File: src/rtl/fd_pipe_reg_pkg.sv
`default_nettype none
// ============================================================================
//  Module      : fd_pipe_reg_pkg
//  Description : Shared constants and types for the F/D pipeline register.
//                The address map and exception codes here are the same
//                values CP0 uses, so the two blocks agree on where the
//                machine restarts after reset and after an exception.
//  Contents    : c_RESET_ADDR, c_HANDLER_ADDR, c_IM_LO, c_IM_HI,
//                c_EXC_NONE, c_EXC_ADEL, fd_action_e, fd_stage_t,
//                fd_select_action(), fd_bubble()
//  Revision    : 1.0 - initial release
// ============================================================================
package fd_pipe_reg_pkg;

    // Address map
    localparam logic [31:0] c_RESET_ADDR   = 32'h0000_3000;
    localparam logic [31:0] c_HANDLER_ADDR = 32'h0000_4180;
    localparam logic [31:0] c_IM_LO        = 32'h0000_3000;
    localparam logic [31:0] c_IM_HI        = 32'h0000_6FFC;

    // Exception codes
    localparam logic [4:0]  c_EXC_NONE     = 5'd0;
    localparam logic [4:0]  c_EXC_ADEL     = 5'd4;

    // What the register does on a given edge when reset is not asserted.
    typedef enum logic [1:0] {
        FD_ACT_LOAD  = 2'd0,
        FD_ACT_HOLD  = 2'd1,
        FD_ACT_FLUSH = 2'd2
    } fd_action_e;

    // Contents of the F/D register as seen by the D stage.
    typedef struct packed {
        logic [31:0] instr;
        logic [31:0] pc;
        logic [4:0]  exc_code;
        logic        bd;
        logic        valid;
    } fd_stage_t;

    // A flush request beats any hold source; only a quiet pipeline loads.
    function automatic fd_action_e fd_select_action(
        input logic req,
        input logic hold
    );
        fd_action_e act;
        act = FD_ACT_LOAD;
        if (req) begin
            act = FD_ACT_FLUSH;
        end else if (hold) begin
            act = FD_ACT_HOLD;
        end
        return act;
    endfunction

    // An empty slot parked at a known PC. Reset and flush differ only in
    // the PC, which keeps the macro-PC defined while the next fetch is in F.
    function automatic fd_stage_t fd_bubble(input logic [31:0] pc);
        fd_stage_t s;
        s.instr    = 32'h0000_0000;
        s.pc       = pc;
        s.exc_code = c_EXC_NONE;
        s.bd       = 1'b0;
        s.valid    = 1'b0;
        return s;
    endfunction

endpackage
`default_nettype wire

File: src/rtl/fd_fetch_exc_chk.sv
`default_nettype none
// ============================================================================
//  Module      : fd_fetch_exc_chk
//  Description : Fetch address error (AdEL) detector. Purely combinational.
//                A fetch faults when the PC is not word aligned or lies
//                outside the instruction memory window [IM_LO, IM_HI].
//                The comparisons are plain unsigned 32-bit compares, so an
//                address near the top of the space never wraps into range.
//  Parameters  : IM_LO  - lowest legal fetch address
//                IM_HI  - highest legal fetch address (inclusive)
//  Ports       : i_pc   in  32  F-stage fetch address
//                o_adel out  1  1 = fetch address error
//  Revision    : 1.0 - initial release
// ============================================================================
module fd_fetch_exc_chk
    import fd_pipe_reg_pkg::*;
#(
    parameter logic [31:0] IM_LO = c_IM_LO,
    parameter logic [31:0] IM_HI = c_IM_HI
) (
    input  logic [31:0] i_pc,
    output logic        o_adel
);

    logic w_misaligned;
    logic w_below;
    logic w_above;

    assign w_misaligned = (i_pc[1:0] != 2'b00);
    assign w_below      = (i_pc < IM_LO);
    assign w_above      = (i_pc > IM_HI);

    assign o_adel = w_misaligned | w_below | w_above;

endmodule
`default_nettype wire

File: src/rtl/fd_pipe_reg.sv
`default_nettype none
// ============================================================================
//  Module      : fd_pipe_reg
//  Description : F/D pipeline register sitting directly after the PC/fetch
//                stage. Captures the fetched word, its PC, any fetch
//                exception and the branch-delay-slot flag for the D stage.
//                Edge priority: reset > Req (flush) > hold > load.
//                Holding freezes every output; the bubble for a stall is
//                inserted further down the pipe, not here.
//  Optional    : FD_PERF_CNT_EN - when defined, adds perf_fetch_cnt and
//                perf_hold_cnt (load / hold cycle counters, cleared by
//                reset only, wrapping modulo 2^32).
//  Ports       : clk        in   1   clock
//                reset      in   1   synchronous active-high reset
//                stall      in   1   hazard stall, hold
//                BUSY       in   1   mult/div busy, hold
//                start      in   1   mult/div start, hold
//                Req        in   1   CP0 request, flush
//                pc_F       in  32   fetch address
//                instr_F    in  32   fetched word
//                is_jb_D    in   1   instruction in D is a branch/jump
//                instr_D    out 32   instruction to decode (0 if bubble/fault)
//                pc_D       out 32   PC of instr_D
//                exc_code_D out  5   pending exception code (0 = none)
//                bd_D       out  1   instr_D is in a delay slot
//                valid_D    out  1   1 = real instruction
//                perf_fetch_cnt out 32  (FD_PERF_CNT_EN only)
//                perf_hold_cnt  out 32  (FD_PERF_CNT_EN only)
//  Revision    : 1.0 - initial release
// ============================================================================
module fd_pipe_reg
    import fd_pipe_reg_pkg::*;
#(
    parameter logic [31:0] RESET_ADDR   = c_RESET_ADDR,
    parameter logic [31:0] HANDLER_ADDR = c_HANDLER_ADDR,
    parameter logic [31:0] IM_LO        = c_IM_LO,
    parameter logic [31:0] IM_HI        = c_IM_HI,
    parameter logic [4:0]  EXC_ADEL     = c_EXC_ADEL
) (
    input  logic        clk,
    input  logic        reset,
    input  logic        stall,
    input  logic        BUSY,
    input  logic        start,
    input  logic        Req,
    input  logic [31:0] pc_F,
    input  logic [31:0] instr_F,
    input  logic        is_jb_D,
    output logic [31:0] instr_D,
    output logic [31:0] pc_D,
    output logic [4:0]  exc_code_D,
    output logic        bd_D,
    output logic        valid_D
`ifdef FD_PERF_CNT_EN
    ,
    output logic [31:0] perf_fetch_cnt,
    output logic [31:0] perf_hold_cnt
`endif
);

    fd_stage_t  r_stage;
    fd_stage_t  w_next;
    fd_action_e w_action;
    logic       w_hold;
    logic       w_adel;

    // Any of the three stall sources freezes the register.
    assign w_hold   = stall | BUSY | start;
    assign w_action = fd_select_action(Req, w_hold);

    fd_fetch_exc_chk #(
        .IM_LO (IM_LO),
        .IM_HI (IM_HI)
    ) u_exc_chk (
        .i_pc   (pc_F),
        .o_adel (w_adel)
    );

    always_comb begin
        w_next = r_stage;
        case (w_action)
            FD_ACT_FLUSH: begin
                w_next = fd_bubble(HANDLER_ADDR);
            end
            FD_ACT_HOLD: begin
                w_next = r_stage;
            end
            FD_ACT_LOAD: begin
                w_next.pc    = pc_F;
                w_next.bd    = is_jb_D;
                w_next.valid = 1'b1;
                // A faulting fetch still occupies the slot (valid) so CP0
                // sees the exception with the correct PC; the word itself
                // is replaced by a nop so decode does nothing with it.
                if (w_adel) begin
                    w_next.instr    = 32'h0000_0000;
                    w_next.exc_code = EXC_ADEL;
                end else begin
                    w_next.instr    = instr_F;
                    w_next.exc_code = c_EXC_NONE;
                end
            end
            default: begin
                w_next = r_stage;
            end
        endcase
    end

    always_ff @(posedge clk) begin
        if (reset) begin
            r_stage <= fd_bubble(RESET_ADDR);
        end else begin
            r_stage <= w_next;
        end
    end

    assign instr_D    = r_stage.instr;
    assign pc_D       = r_stage.pc;
    assign exc_code_D = r_stage.exc_code;
    assign bd_D       = r_stage.bd;
    assign valid_D    = r_stage.valid;

`ifdef FD_PERF_CNT_EN
    logic [31:0] r_perf_fetch_cnt;
    logic [31:0] r_perf_hold_cnt;

    // Flush cycles count as neither load nor hold, and Req does not clear
    // the counters: they describe the whole run since reset.
    always_ff @(posedge clk) begin
        if (reset) begin
            r_perf_fetch_cnt <= 32'd0;
            r_perf_hold_cnt  <= 32'd0;
        end else begin
            if (w_action == FD_ACT_LOAD) begin
                r_perf_fetch_cnt <= r_perf_fetch_cnt + 32'd1;
            end
            if (w_action == FD_ACT_HOLD) begin
                r_perf_hold_cnt <= r_perf_hold_cnt + 32'd1;
            end
        end
    end

    assign perf_fetch_cnt = r_perf_fetch_cnt;
    assign perf_hold_cnt  = r_perf_hold_cnt;
`endif

endmodule
`default_nettype wire
File: config.mk
export PLATFORM = sky130hd
export DESIGN_NAME = fd_pipe_reg
export DESIGN_NICKNAME = d
export VERILOG_FILES = /design/src/rtl/fd_pipe_reg_pkg.sv /design/src/rtl/fd_fetch_exc_chk.sv /design/src/rtl/fd_pipe_reg.sv
export SDC_FILE = /design/constraint.sdc
export NUM_CORES = 1
export LEC_CHECK = 0
export BUFFER_PORTS_ARGS = -buffer_cell sky130_fd_sc_hd__buf_2
export CAP_MARGIN = 0
export CORE_UTILIZATION = 45
export DETAILED_ROUTE_END_ITERATION = 12
export PLACE_DENSITY = 0.84
export SYNTH_ARGS = -nofsm -noshare
export SYNTH_HDL_FRONTEND = slang
export SYNTH_HIERARCHICAL = 1
export SYNTH_SLANG_ARGS = --single-unit
File: constraint.sdc
create_clock -name clk -period 4.7 [get_ports clk]
set_input_delay 0.94 -clock clk [delete_from_list [all_inputs] [get_ports clk]]
set_output_delay 0.94 -clock clk [all_outputs]
set_load 0.005 [all_outputs]
---- Yosys cells after proc, flatten, opt, wreduce, memory -nomap -nowiden ----
Index checks and enable logic that the tools add are counted.
operators by class
  order comparisons ....................... 2
  eq/ne operators ......................... 1
  multiplexer cells ....................... 5
  bitwise logic cells ..................... 4
  reduce and logical (&&, ||, !) cells .... 3
operators with widths
  operator                number
  $pmux W71 S2            1
  $gt A32 B15 Y1 const B  1
  $lt A32 B14 Y1 const B  1
  $mux W32                1
  $or A1 B1 Y1            4
  $reduce_bool A2 Y1      2
  $mux W3                 1
  $eq A2 B2 Y1 const B    1
  $logic_not A2 Y1        1
  $mux W2                 1
  $mux W1                 1
word-level totals
  bits in registers ....................... 71
  output and inout port bits .............. 71

---- Depth between registers and ports, before layout ----
Gate-level depths: netlist of the first run.
  depth after elaboration ................. 6
  depth in mapped cells ................... 6

---- By module ----
The synthesis of the first run kept the hierarchy.
modules (own cells, without submodules)
  module            times used  cells each  area each (µm²)  seq. area each (µm²)
  fd_pipe_reg       1           167         2153.3           1341.3
  fd_fetch_exc_chk  1           9           55.1             0.0

---- Least setup slack after synthesis of the first run ----
No wires, ideal clock.
  path kind ............................... input port to flip-flop
  start point ............................. input pc_F[0]
  end point ............................... register r_stage, in the netlist instr_D[0]
  setup time .............................. 0.059 ns
  data arrival time ....................... 2.227 ns
  setup slack ............................. 2.414 ns
  cell stages on the path ................. 6
  buffers on the path ..................... 1
  cells stage by stage .................... nor4_1 and3_1 nand4_1 nor4_4 buf_6 a22o_1
on the way
  cells in the longest elaborated chain, start to end .. 5
RTL lines
  what                                                  line                                            RTL
  from (decl)                                           fd_pipe_reg.sv:46                               input logic [31:0] pc_F,
  $lt A32 B14 Y1 or $reduce_bool A2 Y1 (tied branches)  fd_fetch_exc_chk.sv:30, fd_fetch_exc_chk.sv:29
  $or A1 B1 Y1                                          fd_fetch_exc_chk.sv:33                          assign o_adel = w_misaligned | w_below | w_above;
  $or A1 B1 Y1 (*)                                      fd_fetch_exc_chk.sv:33
  net w_adel                                            fd_pipe_reg.sv:65                               logic w_adel;
  $mux W32 (*)                                          fd_pipe_reg.sv:95                               if (w_adel) begin
  $pmux W71 S2 (*)                                      fd_pipe_reg.sv:81                               case (w_action)
  to (signal assigned)                                  fd_pipe_reg.sv:111                              r_stage <= fd_bubble(RESET_ADDR);
  to (signal assigned)                                  fd_pipe_reg.sv:113                              r_stage <= w_next;
  to (decl)                                             fd_pipe_reg.sv:61                               fd_stage_t r_stage;
The timed path passes the listed nets; every way through them passes the cells marked *. The select of a mux whose other input is x is not followed.
A chain may end at the register's enable or synchronous reset.

---- Worst setup path after layout of the first run ----
  start point ............................. input pc_F[0]
  end point ............................... register r_stage, in the netlist instr_D[8]
Same word-level chain as after synthesis.

==> reports/qor.txt, run 1 <==
Setup Skew: 0 ps
relative slew slack: 31.19%
Vias per Instance: 5.023
Data arrival, critical path: 2680 ps
Core Area: 0.004723 sq mm
Post-CTS Resized: 0
# IOs: 142
Cell Area, Synth: 0.002208 sq mm
Worst Tran Pin Value: 1029 ps
clock transition at the registers of the reported paths: 70 ps
Final Cell Area: 0.003097 sq mm
floorplan row count: 25
GRT Total Usage: 18.84%
top cells by area, synth: dfxtp_1 (61%), a22o_1 (24%), nor3_1 (2.5%), buf_4 (2.0%), buf_2 (1.8%)
# port buffers: 137
Inst Count DP: 367
fin. max-slew vios: 0
CP required: 4960 ps
Critical Path Source: pc_F[0]
internal power: 0.0008680 W
CP max stage cell: buf_4
GRT overflow: 0
vias in the first global route: 1632
Worst Setup End Kind: flip-flop
HP Class: flip-flop to flip-flop
Yosys Warn Count: 6
Post-CTS Hold Fix Bufs: 0
HPWL Detailed: 3567 microns
Mean Syn Cell Area: 12.55 sq um
die area: 0.005192 sq mm
initial antenna violation count: 0
WS Path Type: input pin to flip-flop
CTS tree: done
min Tclk post-route: 2421 ps
htree depth: 3
die height: 72.06 microns
crit start category: input pin
RR Startpoint: pc_D[7]$_SDFFE_PP0P_
Power Density: 360.1 mW/mm^2
CTS sink cnt: 67
Seq/Total Area, Yosys: 60.74%
Crit Path Max Fanout: 32
cell taking the most area after synthesis: dfxtp_1
DR iter-0 viols: 54
Root Buffer: clkbuf_8
Final Non-Filler Cells: 383
largest net degree at the start of global routing: 34
Cell variety after synth: 19
status: complete, no violations
Cells after Synth: 176
total of max-cap violations: 0
Worst VDD drop: 197.3 uV
drt total wl: 5010 microns
DRT Pass-1 Iters: 6
Clk network pwr share: 42.1%
min-delay src: instr_D[6]$_SDFFE_PP0P_
Psw: 0.0002471 W
Post-CTS Setup Inserts: 0
worst skew pair latency: 320 ps
worst path cell trace: buf_2 -> nor4_1 -> and3_1 -> nand4_1 -> nor4_4 -> buf_4 -> a22o_1
Static Leak: 1.557 nW
Sw Ratio: 22.16%
CTS buffer count: 9
DRC viols: 0
setup violators final: 0
WHS: 472.2 ps
layout cells sized above 1: 50.63%
Logic pwr share: 6.1%
Hold Vio Cnt, Final: 0
post-synth top area share: 60.74%
CP max stage delay: 340 ps
total power: 0.001115 W
first-pass GRT wire length: 7493 microns
DR WL/cell: 13.08 microns
die width: 72.06 microns
Placed Area: 0.002894 sq mm
Fmax achieved: 413.0 MHz
Flop pwr share: 51.8%
Clock Path Buffers: 2
period utilisation layout: 51.51%
final setup TNS: 0 ps
Starting Density: 46.75%
via count: 1924
area delta synth->final: 40.23%
routability cong.: 0.7395
Seq cells post-synth: 67
Inserted Diodes: 0
RSZ-0062 raised after global routing: no
Post-DRT Antenna Nets: 0
Final #Nets: 382
-- cell usage after synthesis (all sizes together) --
master / instances
nand2: 1
xnor2: 1
dfxtp: 67
o21bai: 2
buf: 17
nor3: 14
conb: 1
clkbuf: 1
nor4: 5
nand4: 1
and3: 1
nor2: 1
a22o: 61
mux2i: 2
or3: 1
-- routing by layer --
layer | routed length (microns) | global-route usage, % | vias up
met4 | 57 | 8.061 | 0
li1 | - | - | 939
met3 | 361 | 5.694 | 5
met5 | 0 | 0 | -
met2 | 2281 | 31.13 | 100
met1 | 2311 | 22.87 | 880
-- logic make-up after synthesis --
kind of cell	count (synthesis)	share of synthesized area (%)
flip-flops	67	60.74
XOR/XNOR	1	0.3967
other	1	0.1698
buffers and inverters	18	5.552
AND/OR/NAND/NOR	24	7.365
AO/OA/AOI/OAI	63	24.87
multiplexers	2	0.9066
-- flip-flops by register name, indices dropped and copies added (netlist names) --
name	cells
bd_D	1
valid_D	1
pc_D	32
exc_code_D	1
instr_D	32
-- power groups by stage --
stage | Clock [W] | Sequential [W] | Combinational [W]
global placement | 0 | 0.000591 | 0.0000670
finish | 0.000469 | 0.000578 | 0.0000680
detailed placement | 0 | 0.000591 | 0.0000683
CTS | 0.000483 | 0.000578 | 0.0000684
global route | 0.000508 | 0.000579 | 0.0000744
floorplan | 0 | 0.000592 | 0.0000268
-- worst paths after layout --
| kind | endpoint | slack, ps | depth (start not counted) |
|---|---|---|---|
| max | instr_D[8]$_SDFFE_PP0P_ | 2280 | 7 |
| min | instr_D[6]$_SDFFE_PP0P_ | 470 | 1 |
| max reg2reg | pc_D[7]$_SDFFE_PP0P_ | 4030 | 2 |
| min reg2reg | instr_D[6]$_SDFFE_PP0P_ | 470 | 1 |
-- area by class of cell --
cell class | instances | area, sq um
clock inverters | 6 | 65.06
repair buffers | 139 | 700.7
fillers | 386 | 1627
clock buffers | 10 | 137.6
flip-flops and latches | 67 | 1341
multi-input cells | 94 | 768.2
well taps | 67 | 83.83
-- worst max-delay path, delay by kind of cell --
| kind | cells | cell delay, ps |
|---|---|---|
| and+or+nand+nor | 4 | 1090 |
| buffers and inverters | 2 | 440 |
| AOI/OAI and AO/OA | 1 | 200 |
-- stage by stage --
step / util [%] / setup WS, ps
after floorplan: - / 2414
after global placement: 61.27 / 1957
after detailed placement: 61.27 / 1924
after CTS: 65.56 / 2278
after global routing: 65.56 / 2119
final: 65.56 / 2279
-- cell usage in the layout (no fill, tap or decap), types with 2 or more instances in the layout --
cell      count
buf_2       137
dfxtp_1      67
a22o_1       61
nor3_1       11
clkbuf_8     10
conb_1        4
nor4_1        4
nor3_4        2
mux2i_1       2
o21bai_1      2
clkinv_4      2
clkinv_2      2
buf_4         2
(Power assumes the default switching activity.)
==> run 2: changes to the inputs <==
--- a/config.mk
+++ b/config.mk
@@ -5,11 +5,12 @@
 export SDC_FILE = /design/constraint.sdc
 export NUM_CORES = 1
 export LEC_CHECK = 0
+export ABC_AREA = 1
 export BUFFER_PORTS_ARGS = -buffer_cell sky130_fd_sc_hd__buf_2
 export CAP_MARGIN = 0
-export CORE_UTILIZATION = 45
+export CORE_UTILIZATION = 48
 export DETAILED_ROUTE_END_ITERATION = 12
-export PLACE_DENSITY = 0.84
+export PLACE_DENSITY = 0.79
 export SYNTH_ARGS = -nofsm -noshare
 export SYNTH_HDL_FRONTEND = slang
 export SYNTH_HIERARCHICAL = 1
==> constraint.sdc (replaced) <==
create_clock -name clk -period 2.25 [get_ports clk]
set_input_delay 0.45 -clock clk [delete_from_list [all_inputs] [get_ports clk]]
set_output_delay 0.45 -clock clk [all_outputs]
set_load 0.005 [all_outputs]
==> reports/qor.txt, run 2 <==
Vias per Instance: 5.240 (+4.3%)
RSZ-0062 raised after global routing: no
initial antenna violation count: 0 (unchanged)
Worst Setup End Kind: flip-flop
most frequent cells in the layout: buf_2 (137), dfxtp_1 (67), nand4_1 (60), nand3_2 (60), nor2_1 (50)
Cell variety after synth: 25 (+6)
layout cells sized above 1: 49.15% (-1.5 points)
worst skew pair latency: 330 ps (about the same)
RR Startpoint: instr_D[13]$_SDFFE_PP0P_
Fmax achieved: 725.0 MHz
Static Leak: 1.854 nW (+19%)
commonest non-fill, non-tap cell in the layout: buf_2
Post-CTS Setup Inserts: 0 (unchanged)
routability cong.: 0.7519 (+1.7%)
die width: 88.18 microns (+22%)
Synth top cells by count: dfxtp_1 (67), nand3_2 (60), nand4_1 (60)
Buf+Inv Stages, Crit Path: 3 (+1)
Power Density: 594.9 mW/mm^2 (+65%)
Worst VDD drop: 271.6 uV (+38%)
Hold Vio Cnt, Final: 0 (unchanged)
post-synth top area share: 37.63% (-23 points)
worst path cell trace: buf_2 -> inv_2 -> nand2_8 -> buf_12 -> nand3_1 -> a21oi_1
Cells after Synth: 410 (+130%)
DRT Pass-1 Iters: 4 (-2)
vias in the first global route: 3089 (+89%)
status: complete, no violations
Post-synth EDFFs: 0 (unchanged)
Starting Density: 49.41% (+2.7 points)
Critical Path Source: stall
Top Metal Used: met4
Cell Area, Synth: 0.003565 sq mm (+61%)
Final Non-Filler Cells: 630 (+64%)
Inserted Diodes: 0 (unchanged)
via count: 3301 (+72%)
CTS buffer count: 9 (unchanged)
HP Class: input pin to flip-flop
prevailing post-synth register cell: dfxtp_1
Setup Skew: 0 ps (unchanged)
first-pass GRT wire length: 13870 microns (+85%)
DR iter-0 viols: 152 (+180%)
most frequent cell after synthesis: dfxtp_1
CP delay by family, top: buffers and inverters
met2 routed WL: 4279 microns (+88%)
Clock Path Buffers: 2 (unchanged)
die area: 0.007775 sq mm (+50%)
Crit Path Max Fanout: 33 (+3.1%)
CTS tree: done
Seq cells post-synth: 67 (unchanged)
total of max-cap violations: 0 (unchanged)
# IOs: 142 (unchanged)
cell taking the most area after synthesis: dfxtp_1
period utilisation layout: 61.30%
CP max stage delay: 320 ps (-20 ps)
Post-CTS Hold Fix Bufs: 0 (unchanged)
Seq/Total Area, Yosys: 37.63% (-23 points)
# port buffers: 137 (unchanged)
top cells by area, synth: dfxtp_1 (38%), nand3_2 (17%), nand4_1 (11%), a21oi_2 (7.6%), nor2_1 (5.3%)
Post-DRT Antenna Nets: 0 (unchanged)
GRT overflow: 0 (unchanged)
min Tclk post-route: 1379 ps
# fillers: 656 (+70%)
DRC viols: 0 (unchanged)
area delta synth->final: 24.29%
Core Area: 0.007214 sq mm (+53%)
setup violators final: 0 (unchanged)
WS Path Type: input pin to flip-flop
CP required: 2470 ps (-2490 ps)
DR WL/cell: 13.96 microns (+6.7%)
Inst Count DP: 614 (+67%)
DRT met1 WL: 3827 microns (+66%)
floorplan row count: 31 (+24%)
crit start category: input pin
CP max stage cell: inv_2
Mean Syn Cell Area: 8.694 sq um (-31%)
die height: 88.18 microns (+22%)
HPWL Detailed: 5906 microns (+66%)
fin. max-slew vios: 0 (unchanged)
min-delay src: Req
largest net degree at the start of global routing: 43 (+26%)
clock transition at the registers of the reported paths: 70 ps (about the same)
Yosys Warn Count: 6 (unchanged)
total length of routed met3 wires: 453 microns (+25%)
Final #Nets: 597 (+56%)
GRT Total Usage: 22.88% (+4.0 points)
Async SR Flop Fraction: 0% (unchanged)
Root Buffer: clkbuf_8
htree depth: 3 (unchanged)
drt total wl: 8793 microns (+76%)
CTS sink cnt: 67 (unchanged)
Post-CTS Resized: 0 (unchanged)
Data arrival, critical path: 1600 ps (-1080 ps)
final setup TNS: 0 ps (unchanged)
-- run 2: cell types whose count changed after synthesis, moves of 9 or more --
cell and delta:
buf_6 +9, a22o_1 -61, nand2_1 +9, nand3_2 +60, a21oi_2 +31, inv_1 +37, nand4_1 +59, nor3_1 -10
a21oi_1 +31, nor2_1 +49
-- run 2: cell type report --
type                       count  area, sq um  share of cell area [%]
multi-input combinational    261         1758                   39.68
sequential                    67         1341                   30.27
timing repair buffer         148        830.8                   18.75
clock buffer                  12        155.1                   3.502
inverter                      39        148.9                   3.361
tap                           99        123.9                   2.796
clock inverter                 4        72.57                   1.638
-- run 2: cells by family (layout without fill, tap and decap cells) --
family / Yosys count / after routing / synth area share, %
AOI/OAI and AO/OA: 65 / 65 / 12.39
buffers and inverters: 85 / 203 / 13.37
DFF: 67 / 67 / 37.63
other: 1 / 4 / 0.1052
and+or+nand+nor: 192 / 192 / 36.50
-- run 2: path summary, 6_finish.rpt --
path              slack (ps)  depth (start not counted)                        to
hold / removal           320                          2      valid_D$_SDFFE_PP0P_
hold reg to reg          460                          2     pc_D[12]$_SDFFE_PP1P_
setup reg to reg        1590                          2  instr_D[13]$_SDFFE_PP0P_
setup / recovery         870                          6  instr_D[23]$_SDFFE_PP0P_
-- run 2: metrics by stage --
stage          worst slack, ps  area, sq um  util, %  power (W)  hold WS [ps]
3_3_place_gp             507.9         4203    58.26   0.001523         438.6
4_1_cts                  867.0         4431    61.41   0.002665         302.8
5_1_grt                  695.8         4431    61.41   0.002743         316.9
3_5_place_dp             512.8         4203    58.26   0.001526         445.5
2_1_floorplan            837.5         3576        -   0.001423         451.5
6_report                 870.8         4431    61.41   0.002636         323.5
-- run 2: layer usage --
metal / vias up / GRT usage, %
li1: 1636 / -
met1: 1530 / 27.08
met2: 116 / 38.95
met3: 19 / 4.241
met4: 0 / 12.76
met5: - / 0
-- run 2: report_power, final --
part | internal [W] | total (W) | switching [W] | leakage, nW
Clock | 0.000684 | 0.00114 | 0.000453 | 0.113
Combinational | 0.000102 | 0.000290 | 0.000188 | 1.20
Sequential | 0.00120 | 0.00121 | 0.00000840 | 0.542
Total | 0.00199 | 0.00264 | 0.000650 | 1.85
-- run 2: worst reg2reg max path, cell delays in order (launching register included) --
cell and delay [ps]:
dfxtp_1 370, nand3_2 90, a21oi_2 140
